**src/rtl/mem_access.sv**
```systemverilog
// mem_access: MEM stage, moves loads/stores byte-serially over the shared 8-bit RAM bus
// Ports:
//   clk, rst                          clock, synchronous active-high reset
//   aluop_i, rd_data_i, rd_addr_i,
//   mem_addr_i, rd_enable_i           EX/MEM fields (held stable while stall_req_o=1)
//   rd_data_o, rd_addr_o, rd_enable_o to MEM/WB
//   stall_req_o                       freezes the pipeline while an access is in flight
//   mem_req_o, mem_gnt_i              arbiter request / grant
//   mem_a_o, mem_wr_o, mem_dout_o     byte address, write strobe, write byte
//   mem_din_i                         read byte, RAM_LAT cycles after its address
//   misalign_o                        misaligned-access pulse
// Optional feature: define MEM_ALIGN_CHECK_EN to reject misaligned H/W accesses
// without touching the bus; otherwise they run byte-serially and misalign_o is 0.
`ifndef OpCodeLen
`define OpCodeLen 8
`define ADD 8'h10
`define LB  8'h01
`define LH  8'h02
`define LW  8'h03
`define LBU 8'h04
`define LHU 8'h05
`define SB  8'h06
`define SH  8'h07
`define SW  8'h08
`endif

module mem_access #(
    parameter int OP_W    = `OpCodeLen,
    parameter int RAM_LAT = 1
) (
    input  logic            clk,
    input  logic            rst,
    input  logic [OP_W-1:0] aluop_i,
    input  logic [31:0]     rd_data_i,
    input  logic [4:0]      rd_addr_i,
    input  logic [31:0]     mem_addr_i,
    input  logic            rd_enable_i,
    output logic [31:0]     rd_data_o,
    output logic [4:0]      rd_addr_o,
    output logic            rd_enable_o,
    output logic            stall_req_o,
    output logic            mem_req_o,
    input  logic            mem_gnt_i,
    output logic [31:0]     mem_a_o,
    output logic            mem_wr_o,
    output logic [7:0]      mem_dout_o,
    input  logic [7:0]      mem_din_i,
    output logic            misalign_o
);
    localparam int PW = 2 * RAM_LAT;
    typedef enum logic [1:0] {IDLE, XFER, DRAIN, DONE} state_t;
    state_t state, next, st;
    logic [15:0] cnt;
    logic [31:0] acc, ld_val;
    logic [RAM_LAT-1:0] pv;
    logic [PW-1:0] pk;
    logic is_load, is_store, is_mem, sgn, mis, last_x, last_d;
    logic [1:0] n_m1;

    assign is_load  = aluop_i inside {`LB, `LH, `LW, `LBU, `LHU};
    assign is_store = aluop_i inside {`SB, `SH, `SW};
    assign is_mem   = is_load | is_store;
    assign sgn      = aluop_i inside {`LB, `LH};
    assign n_m1     = (aluop_i inside {`LW, `SW}) ? 2'd3 : (aluop_i inside {`LH, `LHU, `SH}) ? 2'd1 : 2'd0;
`ifdef MEM_ALIGN_CHECK_EN
    assign mis = is_mem && ((n_m1 == 2'd1 && mem_addr_i[0]) || (n_m1 == 2'd3 && mem_addr_i[1:0] != 2'b00));
`else
    assign mis = 1'b0;
`endif
    assign last_x = cnt == {14'd0, n_m1};
    assign last_d = cnt == 16'(RAM_LAT - 1);
    // Outputs see IDLE during reset so a mid-access reset stops bus writes at once.
    assign st     = rst ? IDLE : state;
    assign ld_val = n_m1 == 2'd0 ? {{24{sgn & acc[7]}}, acc[7:0]} :
                    n_m1 == 2'd1 ? {{16{sgn & acc[15]}}, acc[15:0]} : acc;

    always_ff @(posedge clk)
        state <= rst ? IDLE : next;

    always_comb begin
        next = IDLE;
        if (state == IDLE)
            next = !is_mem ? IDLE : mis ? DONE : mem_gnt_i ? XFER : IDLE;
        else if (state == XFER)
            next = !last_x ? XFER : is_load ? DRAIN : DONE;
        else if (state == DRAIN)
            next = last_d ? DONE : DRAIN;
    end

    // pv/pk carry each load byte's slot index until its data returns RAM_LAT cycles later.
    always_ff @(posedge clk) begin
        if (rst) begin
            cnt <= '0;
            pv  <= '0;
            pk  <= '0;
            acc <= '0;
        end else begin
            cnt <= ((state == XFER && !last_x) || state == DRAIN) ? cnt + 16'd1 : 16'd0;
            pv  <= RAM_LAT'({pv, state == XFER && is_load});
            pk  <= PW'({pk, cnt[1:0]});
            if (state == IDLE)
                acc <= '0;
            else if (pv[RAM_LAT-1])
                acc[{pk[PW-1 -: 2], 3'b000} +: 8] <= mem_din_i;
        end
    end

    always_comb begin
        rd_addr_o   = rd_addr_i;
        rd_data_o   = (st == DONE && is_load) ? ld_val : rd_data_i;
        rd_enable_o = st == IDLE ? rd_enable_i & ~is_mem :
                      st == DONE ? rd_enable_i & is_load & ~mis : 1'b0;
        stall_req_o = !rst && (st == IDLE ? is_mem : st != DONE);
        mem_req_o   = !rst && (st == IDLE ? is_mem & ~mis : (st == XFER || st == DRAIN));
        mem_wr_o    = st == XFER && is_store;
        mem_a_o     = st == XFER ? mem_addr_i + {16'd0, cnt} : 32'd0;
        mem_dout_o  = (st == XFER && is_store) ? rd_data_i[{cnt[1:0], 3'b000} +: 8] : 8'd0;
        misalign_o  = st == DONE && mis;
    end
endmodule

```
**config.mk**
```make
export PLATFORM = sky130hd
export DESIGN_NAME = mem_access
export DESIGN_NICKNAME = d
export VERILOG_FILES = /design/src/rtl/mem_access.sv
export SDC_FILE = /design/constraint.sdc
export NUM_CORES = 1
export LEC_CHECK = 0
export CAP_MARGIN = 25
export CORE_UTILIZATION = 45
export CTS_CLUSTER_DIAMETER = 40
export DETAILED_ROUTE_END_ITERATION = 16
export PLACE_DENSITY = 0.93
export SYNTH_ARGS = -nofsm -noshare
export SYNTH_HDL_FRONTEND = slang
export SYNTH_SLANG_ARGS = --single-unit
```
**constraint.sdc**
```tcl
create_clock -name clk -period 3.2 [get_ports clk]
set_input_delay 0.32 -clock clk [delete_from_list [all_inputs] [get_ports clk]]
set_output_delay 0.32 -clock clk [all_outputs]
set_load 0.02 [all_outputs]
```
==> metrics.yaml <==
clkLatencyLatePin_ns: 0.31
n_antenna_cell: 0
crit_path_end_kind: "output pin"
port_buffers: 159
grt_pass1_wl_um: 24700
syn_nets: 680
clkSlewWorstSetupHoldPaths_ns: 0.09
hold_violations: 0
rsz0062_at_grt: "true"
core_um2: 9420
nFillCells: 644
powerDensity_nw_per_um2: 252
max_freq_mhz: 311
antenna_found_initial: 0
globalRoute.totalOverflow: 0
maxSlewViolCount: 0
grt.total_usage: 0.305
htree_levels: 2
routed_wl_um: 16300
path_class: "flop to output pin"
synthArstFlopShare: 0
die_h_um: 101
synth_top_area_cell: "dfxtp_1"
worstPathMaxFanout: 7
setup_viol_count_final: 2
hp-start: "acc[16]"
skew_ns: 0.0110
grt_max_degree: 39
finalCritPeriodShare: 1.00
multi_input_area_um2: 3260
cap_violations: 0
r2r-end: "acc[12]"
syn_area_per_cell_um2: 7.88
finalPower_mw: 1.71
r2r-start: "pk[0]"
start_util: 0.472
netlist_area_um2: 4440
hpwl_um: 12000
cts_buffer_depth: 2
synth_top_cell_area_share: 0.239
vias: 5389
max-vdd-ir-drop_uv: 221
drt-pass1-iter-count: 8
slew_headroom: 0.492
whs_endpoint: "acc[16]"
area_growth_pct: 52.9
register_area_um2: 1060
cts_hold_buf: 0
die_w_um: 101
hp-class: "flop to flop"
cts_buffers: 5
die_area_um2: 10300
yosysUniqueCellTypes: 62
yosys_warnings: 0
violations: "setup timing"
final_nets: 891
synth-seq-cells: 53
cp.arrival_ns: 2.89
status: "finished with violations"
cp-start-kind: "flop"
cts_root_buf: "clkbuf_8"
synth_cells: 564
final_cell_count_no_fill: 905
cts_tree: "yes"
ys.flop_type: "dfxtp_1"
clock-sinks: 53
drive_above_1_share: 0.197
reg2reg_setup_slack_ns: 1.06
finalCriticalPeriod_ns: 3.21
p_leak_nw: 2.65
setup_tns_ns: -0.0186
hold_depth: 2
r2r_cells: 6
ant_nets: 0
synth_edf_count: 0
gp_congestion: 0.952
worst_ep_required_time_ns: 2.88
setup_slack_ns: -0.0138
ys_seq_area_frac: 0.239
holdWs_ns: 0.534
drc: 0
io_pins: 171
drt_first_iter_violations: 280
synth_area_leaders: "dfxtp_1 (24%), ha_1 (7.3%), nor2_1 (7.3%)"
worst_slew_pin_slew_ns: 0.752
wl_per_cell_um: 18.0
rows: 35
viasPerCell: 5.95
placed_cells: 887
grt_pass1_vias: 5357
## sequential cells by signal (all words and copies together) (netlist names)
name and count:
cnt 16, state 2, pv 1, acc 32, pk 2
## how the worst max path moves through the flow
stage                   from          end  slack, ns  cells past startpoint
2_1_floorplan  mem_addr_i[0]  mem_a_o[20]       0.29                      9
3_3_place_gp   mem_addr_i[0]  mem_a_o[30]      -0.44                     12
3_5_place_dp   mem_addr_i[0]  mem_a_o[20]      -0.55                     12
4_1_cts        mem_addr_i[4]  mem_a_o[20]      0.002                     11
5_1_grt               cnt[0]  mem_a_o[26]       -0.1                     12
6_report              cnt[0]  mem_a_o[26]      -0.01                     12
## area by class of cell
cell class / instances / area share
repair buffers: 236 / 0.315
clock inverters: 2 / 0.00553
multi-input cells: 465 / 0.479
flip-flops and latches: 53 / 0.157
inverters: 14 / 0.00774
clock buffers: 6 / 0.0122
well taps: 129 / 0.0238
## cell usage after synthesis (all sizes together), types with 2 or more instances
cell    number
mux2i        9
nor3         5
o32ai        2
nor2b       12
clkbuf      17
ha          26
nor4         6
xor2        13
buf         15
o31ai        8
mux4         8
xnor2        9
and3         5
a21oi       61
dfxtp       53
nand2b      16
a31oi        2
inv         14
a22oi       32
nor3b        2
mux2         8
o21a         4
o211ai       2
and2         3
a21o         9
and4         6
a211oi       8
or2          2
or4b         2
nand3b       2
nor2        87
or3b         2
or4          8
nand4       10
nor4b        6
o21ai       10
nand2       52
nand3       14
## layer usage
layer,wire length [um],global-route usage,vias up
li1,-,-,2469
met1,6120,0.325,2503
met2,8130,0.575,343
met3,1400,0.0594,74
met4,665,0.143,0
met5,0,0,-
## critical path: stages (launching register included)
cell	delay [ns]
dfxtp_4	0.37
ha_4	0.16
fa_2	0.33
a21o_1	0.21
a221oi_4	0.35
o31ai_4	0.10
a211oi_2	0.28
buf_6	0.16
buf_8	0.13
buf_6	0.12
o31ai_2	0.06
a21oi_1	0.16
buf_4	0.15
## power by group
group	switching, mW	internal [mW]
clock	0.227	0.255
combinational	0.288	0.263
sequential	0.0103	0.667
## logic make-up (layout without fill, tap and decap cells)
group           after synthesis  count (layout)  synth area share
simple gates                242             242             0.278
mux                          25              25            0.0811
fa+ha+maj                    27              27            0.0777
compound gates              148             148             0.231
flops                        53              53             0.239
buf+inv                      46             258            0.0490
xor+xnor                     22              22            0.0434
other cells                   1               1          0.000844
## through the flow
stage               setup WS [ns]   util  instance area [um2]
floorplan                   0.286      -                 4440
global placement           -0.438  0.697                 6560
detailed placement         -0.550  0.697                 6560
CTS                       0.00206  0.714                 6720
global route              -0.0990  0.721                 6790
finish                    -0.0138  0.721                 6790
## cells in the final DEF (no fill, tap or decap), types with 5 or more instances in the layout
cell type,synthesis,final
nor2_1,86,85
mux2i_1,9,8
dlygate4sd2_1,0,39
buf_4,8,78
a21o_1,9,9
o21ai_0,6,6
nand2b_1,16,16
nor4b_1,5,5
a21oi_2,10,13
mux4_2,8,8
nor3_1,5,5
a211oi_1,5,5
xnor2_1,9,9
nor4_1,5,5
nand4_1,10,10
nand2_1,52,52
clkdlybuf4s50_1,0,100
ha_1,26,25
inv_1,14,14
nand3_1,14,14
mux2_2,8,8
a22oi_1,32,32
and4_1,6,6
clkbuf_2,0,5
a21oi_1,51,48
or4_1,8,7
dfxtp_1,53,52
nor2b_1,12,12
xor2_1,13,13
clkbuf_8,0,6
## timing repair
item,in CTS,in global routing
setup endpoints to repair,55,24
resized for setup,98,40
buffers inserted,9,2
pin swaps,9,13
Note: power is estimated with default switching activity, not from simulation.
